File: src/rtl/mem_port_arbiter_pkg.sv
// Shared types and constants for the memory-port arbiter (mem_port_arbiter).
package mem_port_arbiter_pkg;

    localparam int INSTR_W    = 32;
    localparam int MEM_ADDR_W = 64;
    localparam int MEM_DATA_W = 64;

    typedef enum logic [2:0] {
        IDLE   = 3'd0,
        D_ADDR = 3'd1,
        D_DATA = 3'd2,
        I_ADDR = 3'd3,
        I_DATA = 3'd4
    } arb_state_t;

    typedef struct packed {
        logic                    write;
        logic [MEM_ADDR_W-1:0]   addr;
        logic [MEM_DATA_W/8-1:0] strobe;
        logic [MEM_DATA_W-1:0]   wdata;
    } mem_req_t;

    function automatic logic [31:0] sat_inc(input logic [31:0] v, input logic en);
        if (en && (v != 32'hFFFF_FFFF)) begin
            return v + 32'd1;
        end else begin
            return v;
        end
    endfunction

endpackage

File: src/rtl/mem_arb_fetch_buf.sv
// Holds a completed fetch (i_done/ibuf) until the F stage advances, and selects
// the 32-bit instruction word out of the memory data beat.
module mem_arb_fetch_buf
    import mem_port_arbiter_pkg::*;
#(
    parameter int DATA_W = MEM_DATA_W
) (
    input  logic               clk,
    input  logic               rst_n,
    input  logic               resp,
    input  logic               sel_hi,
    input  logic [DATA_W-1:0]  rdata,
    input  logic               f_adv,
    output logic               i_done,
    output logic [INSTR_W-1:0] word
);

    logic               i_done_r;
    logic [INSTR_W-1:0] ibuf_r;
    logic [INSTR_W-1:0] sel_word_s;

    assign sel_word_s = sel_hi ? rdata[INSTR_W +: INSTR_W] : rdata[INSTR_W-1:0];

    // Done flag and buffered word; an F advance clears the flag even if a response lands.
    always_ff @(posedge clk or negedge rst_n) begin
        if (!rst_n) begin
            i_done_r <= 1'b0;
            ibuf_r   <= {INSTR_W{1'b0}};
        end else begin
            if (f_adv) begin
                i_done_r <= 1'b0;
            end else if (resp) begin
                i_done_r <= 1'b1;
            end else begin
                i_done_r <= i_done_r;
            end
            if (resp) begin
                ibuf_r <= sel_word_s;
            end else begin
                ibuf_r <= ibuf_r;
            end
        end
    end

    assign i_done = i_done_r;
    assign word   = resp ? sel_word_s : ibuf_r;

endmodule

File: src/rtl/mem_port_arbiter.sv
// Arbitrates one memory port between fetch (F) and data (M) requesters, data first.
// Optional build macro MEM_ARB_STATS_EN adds saturating wait/conflict counters.
module mem_port_arbiter
    import mem_port_arbiter_pkg::*;
#(
    parameter int ADDR_W = MEM_ADDR_W,
    parameter int DATA_W = MEM_DATA_W
) (
    input  logic                clk,
    input  logic                resetn,
    input  logic                ireq_valid,
    input  logic [ADDR_W-1:0]   ireq_addr,
    output logic [INSTR_W-1:0]  iresp_data,
    output logic                i_data_ok,
    input  logic                dreq_valid,
    input  logic                dreq_write,
    input  logic [ADDR_W-1:0]   dreq_addr,
    input  logic [DATA_W/8-1:0] dreq_strobe,
    input  logic [DATA_W-1:0]   dreq_wdata,
    output logic [DATA_W-1:0]   dresp_data,
    output logic                d_data_ok,
    input  logic                f_hold,
    output logic                m_req,
    output logic                m_write,
    output logic [ADDR_W-1:0]   m_addr,
    output logic [DATA_W/8-1:0] m_strobe,
    output logic [DATA_W-1:0]   m_wdata,
`ifdef MEM_ARB_STATS_EN
    output logic [31:0]         stat_i_wait,
    output logic [31:0]         stat_d_wait,
    output logic [31:0]         stat_conflict,
`endif
    input  logic                m_addr_ok,
    input  logic                m_data_ok,
    input  logic [DATA_W-1:0]   m_rdata
);

    arb_state_t        state_r, state_s;
    mem_req_t          req_r, req_s;
    logic              m_req_r;
    logic [DATA_W-1:0] dresp_r;
    logic              d_resp_s, i_resp_s, i_pend_s, i_done_s, f_adv_s;

    // A response may coincide with address acceptance; treat it as completing right away.
    assign d_resp_s = m_data_ok & ((state_r == D_DATA) | ((state_r == D_ADDR) & m_addr_ok));
    assign i_resp_s = m_data_ok & ((state_r == I_DATA) | ((state_r == I_ADDR) & m_addr_ok));
    assign i_pend_s = ireq_valid & ~i_done_s;

    assign d_data_ok = ~dreq_valid | d_resp_s;
    assign i_data_ok = ~ireq_valid | i_done_s | i_resp_s;
    assign f_adv_s   = i_data_ok & d_data_ok & ~f_hold;

    // Next-state and request capture; fields are frozen for the whole address phase.
    always_comb begin
        state_s = state_r;
        req_s   = req_r;
        case (state_r)
            IDLE: begin
                if (dreq_valid) begin
                    state_s      = D_ADDR;
                    req_s.write  = dreq_write;
                    req_s.addr   = MEM_ADDR_W'(dreq_addr);
                    req_s.strobe = (MEM_DATA_W/8)'(dreq_strobe);
                    req_s.wdata  = MEM_DATA_W'(dreq_wdata);
                end else if (i_pend_s) begin
                    state_s      = I_ADDR;
                    req_s.write  = 1'b0;
                    req_s.addr   = MEM_ADDR_W'(ireq_addr);
                    req_s.strobe = {(MEM_DATA_W/8){1'b0}};
                    req_s.wdata  = {MEM_DATA_W{1'b0}};
                end else begin
                    state_s = IDLE;
                end
            end
            D_ADDR, D_DATA: begin
                if (d_resp_s) begin
                    if (i_pend_s) begin
                        state_s      = I_ADDR;
                        req_s.write  = 1'b0;
                        req_s.addr   = MEM_ADDR_W'(ireq_addr);
                        req_s.strobe = {(MEM_DATA_W/8){1'b0}};
                        req_s.wdata  = {MEM_DATA_W{1'b0}};
                    end else begin
                        state_s = IDLE;
                    end
                end else if ((state_r == D_ADDR) && m_addr_ok) begin
                    state_s = D_DATA;
                end else begin
                    state_s = state_r;
                end
            end
            I_ADDR, I_DATA: begin
                if (i_resp_s) begin
                    state_s = IDLE;
                end else if ((state_r == I_ADDR) && m_addr_ok) begin
                    state_s = I_DATA;
                end else begin
                    state_s = state_r;
                end
            end
            default: begin
                state_s = IDLE;
            end
        endcase
    end

    // State, registered memory request and last load data.
    always_ff @(posedge clk or negedge resetn) begin
        if (!resetn) begin
            state_r <= IDLE;
            req_r   <= '0;
            m_req_r <= 1'b0;
            dresp_r <= {DATA_W{1'b0}};
        end else begin
            state_r <= state_s;
            req_r   <= req_s;
            m_req_r <= (state_s == D_ADDR) || (state_s == I_ADDR);
            if (d_resp_s) begin
                dresp_r <= m_rdata;
            end else begin
                dresp_r <= dresp_r;
            end
        end
    end

    assign m_req      = m_req_r;
    assign m_write    = req_r.write;
    assign m_addr     = req_r.addr[ADDR_W-1:0];
    assign m_strobe   = req_r.strobe[DATA_W/8-1:0];
    assign m_wdata    = req_r.wdata[DATA_W-1:0];
    assign dresp_data = d_resp_s ? m_rdata : dresp_r;

    mem_arb_fetch_buf #(.DATA_W(DATA_W)) u_fetch_buf (
        .clk    (clk),
        .rst_n  (resetn),
        .resp   (i_resp_s),
        .sel_hi (ireq_addr[2]),
        .rdata  (m_rdata),
        .f_adv  (f_adv_s),
        .i_done (i_done_s),
        .word   (iresp_data)
    );

`ifdef MEM_ARB_STATS_EN
    logic [31:0] stat_i_r, stat_d_r, stat_c_r;

    // Saturating stall and conflict counters.
    always_ff @(posedge clk or negedge resetn) begin
        if (!resetn) begin
            stat_i_r <= 32'd0;
            stat_d_r <= 32'd0;
            stat_c_r <= 32'd0;
        end else begin
            stat_i_r <= sat_inc(stat_i_r, ~i_data_ok);
            stat_d_r <= sat_inc(stat_d_r, ~d_data_ok);
            stat_c_r <= sat_inc(stat_c_r, (state_r == IDLE) & dreq_valid & i_pend_s);
        end
    end

    assign stat_i_wait   = stat_i_r;
    assign stat_d_wait   = stat_d_r;
    assign stat_conflict = stat_c_r;
`endif

endmodule

File: config.mk
export PLATFORM = sky130hd
export DESIGN_NAME = mem_port_arbiter
export DESIGN_NICKNAME = d
export VERILOG_FILES = /design/src/rtl/mem_port_arbiter_pkg.sv /design/src/rtl/mem_arb_fetch_buf.sv /design/src/rtl/mem_port_arbiter.sv
export SDC_FILE = /design/constraint.sdc
export NUM_CORES = 1
export LEC_CHECK = 0
export CAP_MARGIN = 10
export CORE_AREA = 2 2 197 199
export CTS_BUF_LIST = sky130_fd_sc_hd__clkbuf_8
export DETAILED_ROUTE_END_ITERATION = 7
export DIE_AREA = 0 0 199 201
export SLEW_MARGIN = 20
export SYNTH_ARGS = -nofsm -noshare
export SYNTH_HDL_FRONTEND = slang
export SYNTH_SLANG_ARGS = --single-unit
File: constraint.sdc
create_clock -name clk -period 4 [get_ports clk]
set_input_delay 1 -clock clk [delete_from_list [all_inputs] [get_ports clk]]
set_output_delay 1 -clock clk [all_outputs]
set_load 0.05 [all_outputs]
# Yosys cells after proc, flatten, opt, wreduce, memory -nomap -nowiden
# Cells that the tools add are included.
[word_totals] reg_bits=238 inputBits=272 output_inout_bits=236 elab_cells=57
[classes] n_eq_ne=7 muxes=16 bitwise=16 n_reduce_logical=9
[ops] op="2-to-1 mux 137 bit" n=3
[ops] op="case mux 137 bit (2 select lines)" n=1
[ops] op="2-to-1 mux 32 bit" n=2
[ops] op="2-to-1 mux 64 bit" n=1
[ops] op="2-to-1 mux 3 bit" n=4
[ops] op="== test 3 x 2 -> 1 bit (second input constant)" n=3
[ops] op="case mux 3 bit (3 select lines)" n=1
[ops] op="bitwise AND 1 bit" n=7
[ops] op="== test 3 x 1 -> 1 bit (second input constant)" n=2
[ops] op="bitwise OR 1 bit" n=5
[ops] op="2-to-1 mux 2 bit" n=2
[ops] op="NOT 1 bit" n=4
[ops] op="nonzero test 2 bit" n=2
[ops] op="OR reduction 2 bit" n=2
[ops] op="== test 3 bit (second input constant)" n=1
[ops] op="logical NOT 3 bit" n=1
[ops] op="logical AND 1 bit" n=2
[ops] op="2-to-1 mux 1 bit" n=2
[ops] op="!= test 2 bit (second input constant)" n=1
[ops] op="AND reduction 2 bit" n=1
[ops] op="logical OR 1 bit" n=1

# Logic depth before layout (Yosys ltp)
# Gate-level depths: netlist of the first run.
[depth] word_depth=8 ltp_mapped=7 mapped_depth_nobuf=4

# Hierarchy
# A second synthesis of the first run with hierarchy kept.
[hier_totals] hier_cells=695 hier_area_um2=9660.5
[by_module_without_submodules] mod="mem_port_arbiter" instances=1 cells_per_inst=553 area_each_um2=8121.5 seq_area_each_um2=5129.9
[by_module_without_submodules] mod="mem_arb_fetch_buf" instances=1 cells_per_inst=142 area_each_um2=1539.0 seq_area_each_um2=825.8

# Least setup slack after synthesis of the first run
# OpenSTA, ideal clock, no wires.
[synth_timing] path_kind="input port to output port" start="input port ireq_addr[2]" end="output port iresp_data[10]" t_arrival_ps=2984 required_ps=3000 setup_slack_ps=16 cell_stages=4 n_path_buf=2 path_cell_list="clkbuf_1 clkbuf_1 mux2i_1 o21ai_0"
[synth_via] elab_chain_len=2
[synth_lines] item="from (decl)" line_no="mem_port_arbiter.sv:12" text="input logic [ADDR_W-1:0] ireq_addr,"
[synth_lines] item="2-to-1 mux 32 bit" line_no="mem_arb_fetch_buf.sv:22" text="assign sel_word_s = sel_hi ? rdata[INSTR_W +: INSTR_W] : rdata[INSTR_W-1:0];"
[synth_lines] item="2-to-1 mux 32 bit"
[synth_lines] item="to (decl)" line_no="mem_port_arbiter.sv:13" text="output logic [INSTR_W-1:0] iresp_data,"
# Every way passes these cells.

# Worst setup path in the final report of the first run
[layout_timing] start="input port m_addr_ok" end="output port dresp_data[13]"
[layout_via] elab_chain_len=4
[layout_lines] item="from (decl)" line_no="mem_port_arbiter.sv:33" text="input logic m_addr_ok,"
[layout_lines] item="bitwise AND 1 bit" line_no="mem_port_arbiter.sv:45" text="assign d_resp_s = m_data_ok & ((state_r == D_DATA) | ((state_r == D_ADDR) & m_addr_ok));"
[layout_lines] item="bitwise OR 1 bit" line_no="mem_port_arbiter.sv:45"
[layout_lines] item="bitwise AND 1 bit" line_no="mem_port_arbiter.sv:45"
[layout_lines] item="2-to-1 mux 64 bit"
[layout_lines] item="to (decl)" line_no="mem_port_arbiter.sv:20" text="output logic [DATA_W-1:0] dresp_data,"
# Every way passes these cells.

==> results.tsv, run 1 <==
stage	metric	value	unit
run_status	status	finished clean	
synthesis	Post-synth EDFFs	0	
synthesis	top cell type by total area after synthesis	dfrtp_1	
setup_path	FF-to-FF Start	state_r[0]	
clocking	CTS tree	yes	
layout	synth-to-layout area growth	69.7	%
timing	clock skew	0.0143	ns
setup_path	Worst setup SP type	input port	
setup_path	CP endpoint kind	output port	
synthesis	Avg Inst Size Synth	13.9	sq um
synthesis	post-synthesis cell type count	34	
synthesis	count leader, synth	dfrtp_1	
floorplanning	Chip Height	201	um
power_and_ir_drop	total power draw	0.0161	W
placed_design	hpwl dp	25000	um
grt	Overflow after GRT	0	
detailed_routing	routed vias/inst	4.46	
job	max-cap viol count	0	
clocking	Post-CTS Hold Buffers	0	
timing	number of setup violations in the final report	0	
floorplanning	area of the die	40000	sq um
synthesis	net count after synthesis	963	
layout	fillers	3615	
synthesis	#FFs+latches synth	238	
timing	fin crit period	3.88	ns
floorplanning	Initial Util	0.253	
synthesis	synthesized instance count	691	
timing	Tcrit/Tclk final	0.971	
detailed_routing	drt pass-1 iters	4	
synthesis	Async S/R FF share, synth	1.00	
synthesis	most frequent cells after synthesis	dfrtp_1, a22o_1, nand2b_1	
clocking	Reg clk slew, reported paths	0.06	ns
grt	vias in the first global route	8451	
detailed_routing	drc violations	0	
clocking	post-CTS setup buffer count	0	
timing	Final Max Slew Viols	0	
detailed_routing	DR WL/cell	19.5	um
synthesis	Yosys top cell area share	0.618	
layout	nets	1480	
timing	highest clock rate	258	MHz
placed_design	Port Buffers	507	
clocking	Root Driver	clkbuf_8	
timing	final setup TNS	0	ns
clocking	clock sink total	238	
grt	initial antenna violation count	0	
layout	final instance area	16300	sq um
setup_path	CP required	3.00	ns
floorplanning	# rows	72	
clocking	Resized Gates After CTS	0	
setup_path	worst-path maximum fanout	55	
clocking	H-tree depth	2	
synthesis	top cells by area, synth	dfrtp_1, mux2_2, a22o_1, o221a_2, nand2b_1	
floorplanning	I/O pin count	508	
timing	RSZ-0062 raised after global routing	no	
detailed_routing	total wire length	34300	um
setup_path	FF-to-FF path depth	5	
power_and_ir_drop	power density over the cells	986	nW/um^2
placed_design	worst slack at placement	0.131	ns
clocking	clk buf depth	3	
detailed_routing	vias post-DR	7841	
floorplanning	die width	199	um
detailed_routing	drt initial violations	291	
clocking	TritonCTS Buffers	44	
setup_path	WS Path Type	input port to output port	
power_and_ir_drop	leakage power	6.92	nW
timing	final setup margin	0.117	ns
synthesis	Yosys warning total	0	
setup_path	worst-case register-to-register setup slack	1.72	ns
synthesis	post-synthesis sequential area ratio	0.618	
layout	ANT cells	0	
placed_design	routability cong.	0.752	
timing	Worst Max-Slew Pin Slew	0.920	ns
grt	first-pass GRT wire length	50800	um
synthesis	Synth Flop Type	dfrtp_1	
setup_path	Critical Path AT	2.88	ns
detailed_routing	antenna viol nets, final	0	
setup_path	worst r2r dst	m_wdata[31]	
timing	max_slew headroom	0.386	
clocking	Skew-Pair Late Insertion Delay	0.58	ns
synthesis	Synth Cell Area	9630	sq um
floorplanning	Core Footprint	38100	sq um
min_path	Hold/Removal Path Class	input port to async pin	
grt	GRT Util Overall	0.167	
layout	share of cells above drive strength 1	0.246	
power_and_ir_drop	Peak VDD IR	0.661	mV
grt	largest net degree at the start of global routing	113	
placed_design	placed cell area	15400	sq um
timing	Final Hold Vio Count	0	
sequential cells by signal, indices dropped and copies added, names as in the netlist:
register	cells
dresp_r	64
m_write	1
m_addr	64
u_fetch_buf.i_done	1
m_req	1
m_strobe	8
state_r	3
u_fetch_buf.ibuf_r	32
m_wdata	64
per-layer routing:
| layer | wire (um) | vias up | track usage |
|---|---|---|---|
| met4 | 912 | 0 | 0.0656 |
| met1 | 13400 | 3821 | 0.188 |
| li1 | - | 3593 | - |
| met5 | 0 | - | 0 |
| met2 | 16400 | 370 | 0.284 |
| met3 | 3490 | 57 | 0.0649 |
worst max path at each step:
stage | startpoint | to | slack (ns) | cells past startpoint
CTS | m_addr_ok | dresp_data[13] | 0.13 | 6
global placement | m_addr_ok | dresp_data[23] | 0.20 | 6
global route | m_addr_ok | dresp_data[13] | 0.04 | 6
detailed placement | m_addr_ok | dresp_data[13] | 0.13 | 6
finish | m_addr_ok | dresp_data[13] | 0.12 | 6
floorplan | ireq_addr[2] | iresp_data[10] | 0.02 | 4
stage by stage:
stage / hold WS (ns) / std cells / utilization
2_1_floorplan: 0.532 / 691 / -
3_3_place_gp: 0.478 / 1680 / 0.405
3_5_place_dp: 0.485 / 1680 / 0.405
4_1_cts: 0.468 / 1759 / 0.429
5_1_grt: 0.503 / 1759 / 0.429
6_report: 0.477 / 1759 / 0.429
critical path, stage by stage:
cell             delay, ns
clkdlybuf4s50_1       0.57
nand3b_1              0.15
a21oi_4               0.21
buf_12                0.29
mux2_2                0.40
buf_4                 0.20
logic make-up (layout without fill, tap and decap cells):
group / Yosys count / count (layout) / share of synthesized area
muxes: 96 / 96 / 0.108
AOI/OAI and AO/OA: 181 / 181 / 0.168
buffers and inverters: 59 / 609 / 0.0387
DFF: 238 / 238 / 0.618
and+or+nand+nor: 117 / 117 / 0.0674
layout by cell type (no fill, tap or decap), types with 2 or more instances in the layout:
master,instances
nor2b_1,2
nand2b_1,68
mux2i_1,32
buf_4,79
nor2_1,4
nand2_1,34
clkinv_2,4
buf_12,39
clkbuf_8,55
o221a_2,50
bufinv_16,2
o221a_1,14
o21ai_0,33
mux2_2,64
clkinvlp_4,2
dfrtp_1,238
nand3b_1,2
clkdlybuf4s50_1,407
a22o_1,73
inv_1,19
layout make-up:
cell class | count | area (sq um) | area share
Multi-Input combinational cell | 394 | 3350 | 0.205
Timing Repair Buffer | 527 | 5470 | 0.335
Tap cell | 518 | 648 | 0.0397
Inverter | 3 | 11.3 | 0.000689
Clock buffer | 55 | 757 | 0.0463
Clock inverter | 24 | 155 | 0.00949
Sequential cell | 238 | 5960 | 0.364
where the power goes:
group / total, W / switching, W / internal (W)
logic: 0.00976 / 0.00615 / 0.00361
registers: 0.00395 / 0.000458 / 0.00349
clock network: 0.00241 / 0.00104 / 0.00136
No activity file was read; power rests on OpenSTA's default activity.
==> inputs of run 2 (changes only) <==
ABC_AREA = 1   (was default)
PLACE_DENSITY = 0.61   (was default)
==> run 2 against run 1 <==
Compared with the run above: combinational power grew 20%; critical endpoint is now dresp_data[18]; maximum frequency grew 5.7%; setup slack gained 0.21 ns; synthesized cell count grew 100%; area after synthesis grew 11%; die area is the same; sequential power is essentially flat; largest power group unchanged; clock power shrank 15%; register-to-register slack lost 0.04 ns; clock skew grew 0.011 ns; clock-buffer cell count shrank 9; critical path type unchanged; sequential share of layout area shrank 3.4 points.
==> results.tsv, run 2 <==
stage	metric	value	unit	change
min_path	Hold/Removal Path Class	input port to async pin		
synthesis	synthesized instance count	1389		+100%
detailed_routing	vias post-DR	10747		+37%
floorplanning	area of the die	40000	sq um	unchanged
placed_design	routability cong.	0.821		+9.3%
layout	fillers	3684		+1.9%
setup_path	CP required	3.00	ns	about the same
clocking	Resized Gates After CTS	0		unchanged
setup_path	worst-path maximum fanout	51		-7.3%
detailed_routing	routed vias/inst	4.44		-0.29%
synthesis	Yosys warning total	0		unchanged
synthesis	Post-synth EDFFs	0		unchanged
power_and_ir_drop	sw frac	0.504		+0.0291
synthesis	post-synthesis cell type count	19		-44%
grt	initial antenna violation count	1		+1
timing	worst hold slack	0.407	ns	-0.0705 ns
floorplanning	Initial Util	0.281		+0.0283
synthesis	post-synthesis sequential area ratio	0.556		-0.0622
layout	nets	2147		+45%
synthesis	top cells by area, synth	dfrtp_1, nand2_1, nand3_1, inv_1, o21ai_0		
synthesis	Avg Inst Size Synth	7.71	sq um	-45%
timing	RSZ-0062 raised after global routing	no		
setup_path	WS Path Type	input port to output port		
setup_path	slowest CP cell	clkdlybuf4s50_1		
clocking	clk buf depth	3		unchanged
detailed_routing	drt initial violations	361		+24%
synthesis	Synth Cell Area	10700	sq um	+11%
detailed_routing	antenna viol nets, final	0		unchanged
setup_path	worst path cell trace	clkdlybuf4s50_1 -> nand3_2 -> nand2_2 -> nand2_4 -> buf_12 -> o21ai_0 -> buf_12		
power_and_ir_drop	power density over the cells	981	nW/um^2	-0.49%
placed_design	hpwl dp	28500	um	+14%
detailed_routing	DR WL/cell	16.6	um	-15%
setup_path	Worst setup SP type	input port		
timing	Tcrit/Tclk final	0.918		-0.0523
layout	share of cells above drive strength 1	0.0964		-0.149
setup_path	CP endpoint kind	output port		
clocking	Root Driver	clkbuf_8		
setup_path	Bufs and invs on worst path	3		unchanged
detailed_routing	drc violations	0		unchanged
floorplanning	# rows	72		unchanged
synthesis	top cell type by total area after synthesis	dfrtp_1		
timing	fin crit period	3.67	ns	-0.209 ns
grt	Overflow after GRT	0		unchanged
clocking	H-tree depth	2		unchanged
clocking	Post-CTS Hold Buffers	0		unchanged
timing	Final Max Slew Viols	0		unchanged
detailed_routing	total wire length	40200	um	+17%
power_and_ir_drop	Peak VDD IR	0.732	mV	+11%
setup_path	CP peak stage delay	0.53	ns	-0.04 ns
synthesis	most frequent cells after synthesis	nand2_1, dfrtp_1, nand3_1		
grt	vias in the first global route	10722		+27%
floorplanning	I/O pin count	508		unchanged
layout	commonest cells after routing, fill and taps aside	nand2_1, clkdlybuf4s50_1, dfrtp_1, nand3_1, inv_1		
synthesis	Synth Flop Type	dfrtp_1		
run_status	status	finished clean		
grt	GRT Util Overall	0.197		+0.0298
clocking	CTS tree	yes		
timing	Final Hold Vio Count	0		unchanged
detailed_routing	drt pass-1 iters	5		+1
power_and_ir_drop	Flop pwr share	0.223		-0.022
timing	clock skew	0.0250	ns	+0.0107 ns
grt	first-pass GRT wire length	61000	um	+20%
layout	most common cell after layout, fill and taps aside	nand2_1		
timing	number of setup violations in the final report	0		unchanged
layout	synth-to-layout area growth	68.5	%	
power_and_ir_drop	leakage power	9.12	nW	+32%
synthesis	#FFs+latches synth	238		unchanged
synthesis	Async S/R FF share, synth	1.00		unchanged
floorplanning	Chip Height	201	um	unchanged
floorplanning	die width	199	um	unchanged
setup_path	Critical Path Most Common Cell	buf_12		
clocking	post-CTS setup buffer count	0		unchanged
timing	Worst Max-Slew Pin Slew	0.818	ns	-0.102 ns
timing	final setup TNS	0	ns	unchanged
clocking	clock sink total	238		unchanged
placed_design	Port Buffers	507		unchanged
grt	largest net degree at the start of global routing	138		+22%
job	max-cap viol count	0		unchanged
clocking	Reg clk slew, reported paths	0.05	ns	about the same
synthesis	Yosys top cell area share	0.556		-0.0622
synthesis	net count after synthesis	1661		+72%
timing	max_slew headroom	0.454		+0.0679
synthesis	count leader, synth	nand2_1		
timing	highest clock rate	272	MHz	+5.7%
power_and_ir_drop	Psw	0.00892	W	+17%
setup_path	delay-heaviest family, CP	buffers and inverters		
power_and_ir_drop	clock power share	0.116		-0.033
clocking	Skew-Pair Late Insertion Delay	0.60	ns	+0.02 ns
floorplanning	Core Footprint	38100	sq um	unchanged
power_and_ir_drop	Gate power share	0.660		+0.054
clocking	TritonCTS Buffers	43		-2.3%
setup_path	Critical Path AT	2.67	ns	-0.21 ns
power_and_ir_drop	internal power	0.00878	W	+3.8%
-- run 2: area by class of cell --
type	count	area, sq um	area share
clock inverter	23	98.8	0.00548
inverter	103	389	0.0216
sequential	238	5960	0.330
tap	518	648	0.0359
antenna	1	2.50	0.000139
multi-input combinational	960	3970	0.220
clock buffer	46	633	0.0351
timing repair buffer	529	6350	0.352
-- run 2: metal layers --
metal	track usage	share of wire
met1	0.225	0.38
met2	0.332	0.48
met3	0.0753	0.10
met4	0.0773	0.031
met5	0	0
-- run 2: final timing paths --
check | start | to | slack [ns] | cells after the start
max | m_addr_ok | dresp_data[18] | 0.33 | 7
min | resetn | dresp_r[22] | 0.41 | 1
max reg2reg | state_r[1] | m_wdata[23] | 1.68 | 9
min reg2reg | m_write | m_write | 0.47 | 2
max in group asynchronous | resetn | m_wdata[32] | 2.67 | 2
min in group clk | m_write | m_write | 0.47 | 2
-- run 2: power groups by stage --
stage	Clock (W)	Combinational, W	Sequential (W)
after floorplan	0	0.00463	0.00598
after global placement	0	0.0117	0.00395
after detailed placement	0	0.0118	0.00399
after CTS	0.00215	0.0118	0.00396
after global routing	0.00225	0.0124	0.00408
final	0.00206	0.0117	0.00396
-- run 2: cell families (layout without fill, tap and decap cells) --
logic type,count (synthesis),after routing,share of synthesized area
simple gates,893,893,0.337
compound gates,67,67,0.0315
flops,238,238,0.556
buf+inv,191,701,0.0755
other cells,0,1,0
-- run 2: metrics by stage --
| step | cell area (sq um) | instances | util | power [W] | setup WS [ns] |
|---|---|---|---|---|---|
| global placement | 17300 | 2348 | 0.454 | 0.0157 | 0.318 |
| floorplan | 10700 | 1389 | - | 0.0106 | 0.263 |
| global route | 18000 | 2418 | 0.474 | 0.0187 | 0.257 |
| finish | 18000 | 2418 | 0.474 | 0.0177 | 0.326 |
| CTS | 18000 | 2417 | 0.473 | 0.0179 | 0.312 |
| detailed placement | 17300 | 2348 | 0.454 | 0.0158 | 0.336 |
